==> src/rtl/lsu_stage.sv <==
// Load/store stage between EX and writeback: it passes ALU results through, or it issues
// one memory request and waits for mem_ack before it writes back.
module lsu_stage #(
  parameter int DATA_WIDTH = 32
) (
  input  logic                  clk,
  input  logic                  reset,
  input  logic                  ex_valid,
  output logic                  ex_ready,
  input  logic [DATA_WIDTH-1:0] ALUResult,
  input  logic [DATA_WIDTH-1:0] StoreData,
  input  logic [2:0]            Funct3,
  input  logic                  MemRead,
  input  logic                  MemWrite,
  input  logic                  RegWrite,
  input  logic [4:0]            rd,
  output logic                  mem_req,
  output logic                  mem_we,
  output logic [DATA_WIDTH-1:0] mem_addr,
  output logic [DATA_WIDTH-1:0] mem_wdata,
  output logic [3:0]            mem_be,
  input  logic                  mem_ack,
  input  logic [DATA_WIDTH-1:0] mem_rdata,
  output logic                  wb_valid,
  output logic                  wb_we,
  output logic [4:0]            wb_rd,
  output logic [DATA_WIDTH-1:0] wb_data,
  output logic                  mem_err,
  output logic                  dbg_state
);

  // Handshakes: an EX instruction transfers on a cycle where ex_valid && ex_ready.
  // The memory request transfers on the cycle where mem_req && mem_ack. The request
  // fields stay frozen while mem_req is high. An ack that arrives while mem_req is low
  // has no effect.
  typedef enum logic {IDLE = 1'b0, WAIT = 1'b1} state_t;

  state_t                state_q, state_d;
  logic                  mem_req_q, mem_req_d;
  logic                  mem_we_q, mem_we_d;
  logic [DATA_WIDTH-1:0] mem_addr_q, mem_addr_d;
  logic [DATA_WIDTH-1:0] mem_wdata_q, mem_wdata_d;
  logic [3:0]            mem_be_q, mem_be_d;
  logic                  wb_valid_q, wb_valid_d;
  logic                  wb_we_q, wb_we_d;
  logic [4:0]            wb_rd_q, wb_rd_d;
  logic [DATA_WIDTH-1:0] wb_data_q, wb_data_d;
  logic                  mem_err_q, mem_err_d;
  logic                  is_load_q, is_load_d;
  logic                  regwrite_q, regwrite_d;
  logic [2:0]            f3_q, f3_d;
  logic [1:0]            off_q, off_d;
  logic [4:0]            rd_q, rd_d;

  logic                  is_mem, is_load, legal, misaligned;
  logic [1:0]            size, off;
  logic [3:0]            be_dec;
  logic [DATA_WIDTH-1:0] wdata_dec;
  logic [7:0]            ld_byte;
  logic [15:0]           ld_half;
  logic [DATA_WIDTH-1:0] ld_val;

  assign is_mem  = MemRead | MemWrite;
  assign is_load = MemRead;
  assign size    = Funct3[1:0];
  assign off     = ALUResult[1:0];
  // Size code 11 is never legal. Bit 2 (unsigned) is legal only for LBU/LHU.
  assign legal      = (size != 2'b11) && (!Funct3[2] || (is_load && (size != 2'b10)));
  assign misaligned = ((size == 2'b01) && off[0]) || ((size == 2'b10) && (off != 2'b00));

  always_comb begin
    be_dec    = 4'b1111;
    wdata_dec = StoreData;
    case (size)
      2'b00: begin
        be_dec    = 4'b0001 << off;
        wdata_dec = {(DATA_WIDTH/8){StoreData[7:0]}};
      end
      2'b01: begin
        be_dec    = 4'b0011 << off;
        wdata_dec = {(DATA_WIDTH/16){StoreData[15:0]}};
      end
      default: ;
    endcase
  end

  always_comb begin
    ld_byte = mem_rdata[7:0];
    case (off_q)
      2'd1:    ld_byte = mem_rdata[15:8];
      2'd2:    ld_byte = mem_rdata[23:16];
      2'd3:    ld_byte = mem_rdata[31:24];
      default: ld_byte = mem_rdata[7:0];
    endcase
    ld_half = off_q[1] ? mem_rdata[31:16] : mem_rdata[15:0];
    case (f3_q[1:0])
      2'b00:   ld_val = f3_q[2] ? {{(DATA_WIDTH-8){1'b0}}, ld_byte}
                                : {{(DATA_WIDTH-8){ld_byte[7]}}, ld_byte};
      2'b01:   ld_val = f3_q[2] ? {{(DATA_WIDTH-16){1'b0}}, ld_half}
                                : {{(DATA_WIDTH-16){ld_half[15]}}, ld_half};
      default: ld_val = mem_rdata;
    endcase
  end

  always_comb begin
    state_d     = state_q;
    mem_req_d   = mem_req_q;
    mem_we_d    = mem_we_q;
    mem_addr_d  = mem_addr_q;
    mem_wdata_d = mem_wdata_q;
    mem_be_d    = mem_be_q;
    wb_valid_d  = 1'b0;
    wb_we_d     = 1'b0;
    wb_rd_d     = wb_rd_q;
    wb_data_d   = wb_data_q;
    mem_err_d   = 1'b0;
    is_load_d   = is_load_q;
    regwrite_d  = regwrite_q;
    f3_d        = f3_q;
    off_d       = off_q;
    rd_d        = rd_q;
    case (state_q)
      IDLE: begin
        if (ex_valid) begin
          if (!is_mem) begin
            wb_valid_d = 1'b1;
            wb_we_d    = RegWrite;
            wb_rd_d    = rd;
            wb_data_d  = ALUResult;
          end else if (!legal || misaligned) begin
            mem_err_d = 1'b1;
          end else begin
            state_d     = WAIT;
            mem_req_d   = 1'b1;
            mem_we_d    = !is_load;
            mem_addr_d  = {ALUResult[DATA_WIDTH-1:2], 2'b00};
            mem_wdata_d = wdata_dec;
            mem_be_d    = be_dec;
            is_load_d   = is_load;
            regwrite_d  = RegWrite;
            f3_d        = Funct3;
            off_d       = off;
            rd_d        = rd;
          end
        end
      end
      WAIT: begin
        // mem_req is always high in WAIT, so the ack is sampled only here.
        if (mem_ack) begin
          state_d    = IDLE;
          mem_req_d  = 1'b0;
          mem_we_d   = 1'b0;
          mem_be_d   = 4'b0000;
          wb_valid_d = 1'b1;
          wb_we_d    = is_load_q & regwrite_q;
          wb_rd_d    = rd_q;
          wb_data_d  = is_load_q ? ld_val : '0;
        end
      end
      default: state_d = IDLE;
    endcase
  end

  always_ff @(posedge clk) begin
    if (reset) begin
      state_q     <= IDLE;
      mem_req_q   <= 1'b0;
      mem_we_q    <= 1'b0;
      mem_addr_q  <= '0;
      mem_wdata_q <= '0;
      mem_be_q    <= 4'b0000;
      wb_valid_q  <= 1'b0;
      wb_we_q     <= 1'b0;
      wb_rd_q     <= 5'd0;
      wb_data_q   <= '0;
      mem_err_q   <= 1'b0;
      is_load_q   <= 1'b0;
      regwrite_q  <= 1'b0;
      f3_q        <= 3'd0;
      off_q       <= 2'd0;
      rd_q        <= 5'd0;
    end else begin
      state_q     <= state_d;
      mem_req_q   <= mem_req_d;
      mem_we_q    <= mem_we_d;
      mem_addr_q  <= mem_addr_d;
      mem_wdata_q <= mem_wdata_d;
      mem_be_q    <= mem_be_d;
      wb_valid_q  <= wb_valid_d;
      wb_we_q     <= wb_we_d;
      wb_rd_q     <= wb_rd_d;
      wb_data_q   <= wb_data_d;
      mem_err_q   <= mem_err_d;
      is_load_q   <= is_load_d;
      regwrite_q  <= regwrite_d;
      f3_q        <= f3_d;
      off_q       <= off_d;
      rd_q        <= rd_d;
    end
  end

  assign ex_ready  = (state_q == IDLE);
  assign dbg_state = state_q;
  assign mem_req   = mem_req_q;
  assign mem_we    = mem_we_q;
  assign mem_addr  = mem_addr_q;
  assign mem_wdata = mem_wdata_q;
  assign mem_be    = mem_be_q;
  assign wb_valid  = wb_valid_q;
  assign wb_we     = wb_we_q;
  assign wb_rd     = wb_rd_q;
  assign wb_data   = wb_data_q;
  assign mem_err   = mem_err_q;

endmodule

==> config.mk <==
export PLATFORM = sky130hd
export DESIGN_NAME = lsu_stage
export DESIGN_NICKNAME = d
export VERILOG_FILES = /design/src/rtl/lsu_stage.sv
export SDC_FILE = /design/constraint.sdc
export NUM_CORES = 1
export LEC_CHECK = 0
export CORE_ASPECT_RATIO = 2
export CORE_MARGIN = 4
export CORE_UTILIZATION = 44
export CTS_CLUSTER_SIZE = 30
export DETAILED_ROUTE_END_ITERATION = 12
export GPL_TIMING_DRIVEN = 0
export PLACE_DENSITY = 0.86
export SLEW_MARGIN = 30
export SYNTH_ARGS = -nofsm -noshare
export SYNTH_HDL_FRONTEND = slang
export SYNTH_SLANG_ARGS = --single-unit
==> constraint.sdc <==
create_clock -name clk -period 2.6 [get_ports clk]
set_clock_uncertainty 0.05 [all_clocks]
set_input_delay 0.65 -clock clk [delete_from_list [all_inputs] [get_ports clk]]
set_output_delay 0.65 -clock clk [all_outputs]
set_load 0.02 [all_outputs]
==> out/qor.json <==
{
  "layout": {
    "fillCellCount": 1042,
    "postLayoutCellArea_um2": 8830,
    "utilization": 0.680,
    "final_cells": 1097,
    "area_occupied_by_multi_input_gates_um2": 3000,
    "finish.net_count": 1042,
    "layout-drive-gt1-share": 0.0922,
    "final-seq-area_um2": 2420,
    "flow.area_growth_from_synthesis_pct": 52.5
  },
  "sta": {
    "final_max_slew_viol_count": 0,
    "timing_worst_slew_pin_value_ns": 0.673,
    "final_clock_period_utilization_by_the_worst_path": 0.963,
    "fmaxAchievable_ghz": 0.399,
    "setup_repair_after_global_routing_missed_its_margin": "false",
    "relSlewSlack": 0.551,
    "finalWorstPathRequiredPeriod_ns": 2.50,
    "final-setup-viol-count": 0,
    "report.final.hold_viol_count": 0
  },
  "floorplanning": {
    "die_height_um": 170,
    "floorplan.die.width_um": 89.1,
    "die_area_um2": 15200,
    "floorplan.initialDensity": 0.446,
    "ios": 223,
    "core.rowCount": 59,
    "core_ar_um2": 13000
  },
  "synth": {
    "synth.yosys.warnings": 0,
    "synthMostInstantiatedCell": "dfxtp_1",
    "synth-simple-area-share": 0.142,
    "area_fraction_of_the_dominant_cell_type_after_synthesis": 0.418,
    "synthDistinctLibCells": 52,
    "syn_area_um2": 5790,
    "synth_top_family_by_area": "compound AO/OA/AOI/OAI gates",
    "ys.flop_type": "dfxtp_1",
    "synth.ff_latch_count": 121,
    "synth_compound_area_frac": 0.320,
    "synthAdderAreaFrac": 0,
    "yosys.area.top_type": "dfxtp_1",
    "synth_enable_flop_cells": 0,
    "postSynthAreaPerCell_um2": 8.34,
    "synthXorXnorAreaFrac": 0,
    "synthesis.instances": 694,
    "netlist_top_cells_area": "dfxtp_1 42%, a21oi_1 8.4%, o21ai_0 6.6%",
    "post_synth_most_frequent_cells": "121 x dfxtp_1, 97 x a21oi_1, 76 x o21ai_0, 56 x nand3_1, 47 x nor2_1",
    "portion_of_netlist_area_occupied_by_mux_cells": 0.0510,
    "ys_seq_area_frac": 0.418,
    "async_flop_share": 0
  },
  "setup_path": {
    "worstSetupPathType": "reg2out",
    "critical-path-slowest-cell": "dfxtp_1",
    "worst_endpoint_required_time_ns": 1.90,
    "rr_worst_depth": 6,
    "worstSetupEndpointType": "primary output",
    "critical_path_arrival_ns": 1.80,
    "critPathLaunchType": "flip-flop",
    "worst_setup_path_endpoint": "ex_ready",
    "crit_chain": "buf_6 -> clkinv_2 -> buf_4 -> dlygate4sd2_1",
    "critical_path.reg2reg.startpoint": "dbg_state",
    "crit-reg2reg-capture": "wb_data[19]",
    "cpPeakStageDelay_ns": 0.46,
    "timing.critical_path.fanout_max": 10,
    "startpoint": "dbg_state",
    "reg_to_reg_setup_timing_slack_ns": 0.34
  },
  "global_route": {
    "grt_antenna_before_repair": 1,
    "grt_pass1_wl_um": 35700,
    "number_of_global_route_vias_before_repair": 6777,
    "grt.total_usage": 0.312,
    "grt_overflow": 0,
    "grt_max_degree": 17
  },
  "drt": {
    "antenna_left": 0,
    "drc_errors": 0,
    "drt_first_iter_violations": 467,
    "detail_route.vias_per_cell": 6.16,
    "post_dr_wirelength_cell_um": 22.0,
    "total_number_of_vias": 6761,
    "drt_pre_antenna_iters": 5,
    "drt_wl_total_um": 24200
  },
  "power": {
    "power.share.switching": 0.282,
    "finalPower_mw": 5.67,
    "pwr_density_cell_nw_per_um2": 642,
    "seq_power_share": 0.355,
    "switchingPower_mw": 1.60,
    "combPwrFrac": 0.194,
    "total_leakage_power_nw": 3.06,
    "internal_power_mw": 4.07,
    "vdd.ir_drop.worst_v": 0.000488,
    "p_clk_frac": 0.452
  },
  "clock_tree": {
    "cts_tree": "done",
    "clock_input_transition_at_the_sequential_cells_of_the_worst_setup_and_hold_paths_ns": 0.06,
    "max-clock-path-buffers": 2,
    "cts_root_buf": "clkbuf_16",
    "cts_inserted_buffers": 17,
    "cts_hold_repair.buffers": 0,
    "insertion_delay_ns": 0.42,
    "clock_tree.htree_level_count": 4,
    "cts_num_sinks": 121
  },
  "placed_design": {
    "place_hpwl_um": 18400,
    "placed_cells": 1064,
    "place.port_buffers": 217,
    "gp_congestion": 0.986,
    "dpl_cell_area_um2": 8160
  },
  "run": {
    "max-cap-violations": 0
  },
  "outcome": {
    "outcome": "completed"
  },
  "worst_hold_path": {
    "timing.hold.worst.class": "reg2reg"
  }
}
## stage by stage
step	TNS, ns	setup slack (ns)	hold WS, ns
2_1_floorplan	0	0.534	0.404
3_3_place_gp	-26.04	-0.519	0.400
3_5_place_dp	-29.03	-0.535	0.403
4_1_cts	0	0.0258	0.411
5_1_grt	0	0.0419	0.441
6_report	0	0.0950	0.410
## flip-flops by register name, indices dropped and copies added (netlist names)
register and cells:
mem_wdata 32, wb_data 32, mem_addr 30, rd_q 5
wb_rd 5, mem_be 4, f3_q 3, off_q 2
dbg_state 1, is_load_q 1, mem_err 1, mem_req 1
mem_we 1, regwrite_q 1, wb_valid 1, wb_we 1
## cells by family after synthesis
logic type / count (synthesis)
flip-flops: 121
other: 1
multiplexers: 28
AO/OA/AOI/OAI: 288
AND/OR/NAND/NOR: 170
buffers and inverters: 86
## cell usage in the layout (no fill, tap or decap), drive strengths merged, types with 2 or more instances in the layout
| cell type | Yosys | layout |
|---|---|---|
| clkdlybuf4s50 | 0 | 216 |
| or4 | 4 | 4 |
| a311oi | 14 | 14 |
| dlygate4sd1 | 2 | 2 |
| o21a | 3 | 3 |
| o32ai | 5 | 5 |
| a21oi | 98 | 98 |
| nor3 | 8 | 8 |
| mux2 | 2 | 2 |
| buf | 27 | 26 |
| a211oi | 40 | 40 |
| and2 | 5 | 5 |
| conb | 1 | 2 |
| or3 | 4 | 4 |
| nand2b | 6 | 6 |
| o21ai | 76 | 76 |
| nor2b | 6 | 6 |
| nand3 | 56 | 56 |
| a31oi | 2 | 2 |
| nand2 | 25 | 25 |
| dfxtp | 121 | 121 |
| or2 | 3 | 3 |
| o211ai | 6 | 6 |
| a221oi | 7 | 7 |
| clkinvlp | 0 | 4 |
| mux2i | 25 | 25 |
| clkinv | 2 | 5 |
| clkbuf | 45 | 64 |
| o2111ai | 9 | 9 |
| a22oi | 16 | 16 |
| inv | 10 | 13 |
| nor2 | 48 | 48 |
| a311o | 2 | 2 |
| a21boi | 3 | 3 |
| bufinv | 0 | 4 |
## power by group through the flow
| stage | registers, mW | clock network [mW] | logic [mW] |
|---|---|---|---|
| floorplan | 2.15 | 0 | 0.417 |
| global placement | 2.04 | 0 | 1.06 |
| detailed placement | 2.05 | 0 | 1.07 |
| CTS | 2.01 | 2.54 | 1.08 |
| global route | 2.02 | 2.64 | 1.16 |
| finish | 2.01 | 2.56 | 1.10 |
## final cells by class
cell class                      count  share of cell area
Antenna cell                        1            0.000283
Clock inverter                     14              0.0221
Timing Repair Buffer              217               0.246
Sequential cell                   121               0.274
Buffer                             74              0.0405
Clock buffer                       18              0.0497
Inverter                           12             0.00524
Tap cell                          152              0.0215
Multi-Input combinational cell    488               0.340
## critical path: cells and delay by family, from the launching register on
kind / cells / cell delay [ns]
flip-flops: 1 / 0.46
buffers and inverters: 4 / 0.93
## per-layer routing
| layer | up-vias | GRT usage | wire, µm |
|---|---|---|---|
| met5 | - | 0 | 0 |
| met4 | 0 | 0.222 | 1800 |
| met3 | 119 | 0.0775 | 2100 |
| met2 | 404 | 0.557 | 12800 |
| met1 | 3181 | 0.297 | 7510 |
| li1 | 3057 | - | - |
## worst min path at each step
| stage | startpoint | end | slack [ns] | depth (start not counted) |
|---|---|---|---|---|
| global route | rd_q[4] | rd_q[4] | 0.44 | 2 |
| global placement | mem_req | mem_req | 0.40 | 2 |
| detailed placement | mem_req | mem_req | 0.40 | 2 |
| floorplan | rd_q[0] | rd_q[0] | 0.40 | 2 |
| finish | mem_req | mem_req | 0.41 | 2 |
| CTS | mem_req | mem_req | 0.41 | 2 |
## timing repair
action                     4_1_cts  5_1_grt
setup buffers                    0        0
gates cloned                     0        0
resized for setup                5       11
setup endpoints to repair       21       22
Power figures use the tool's default switching activity.
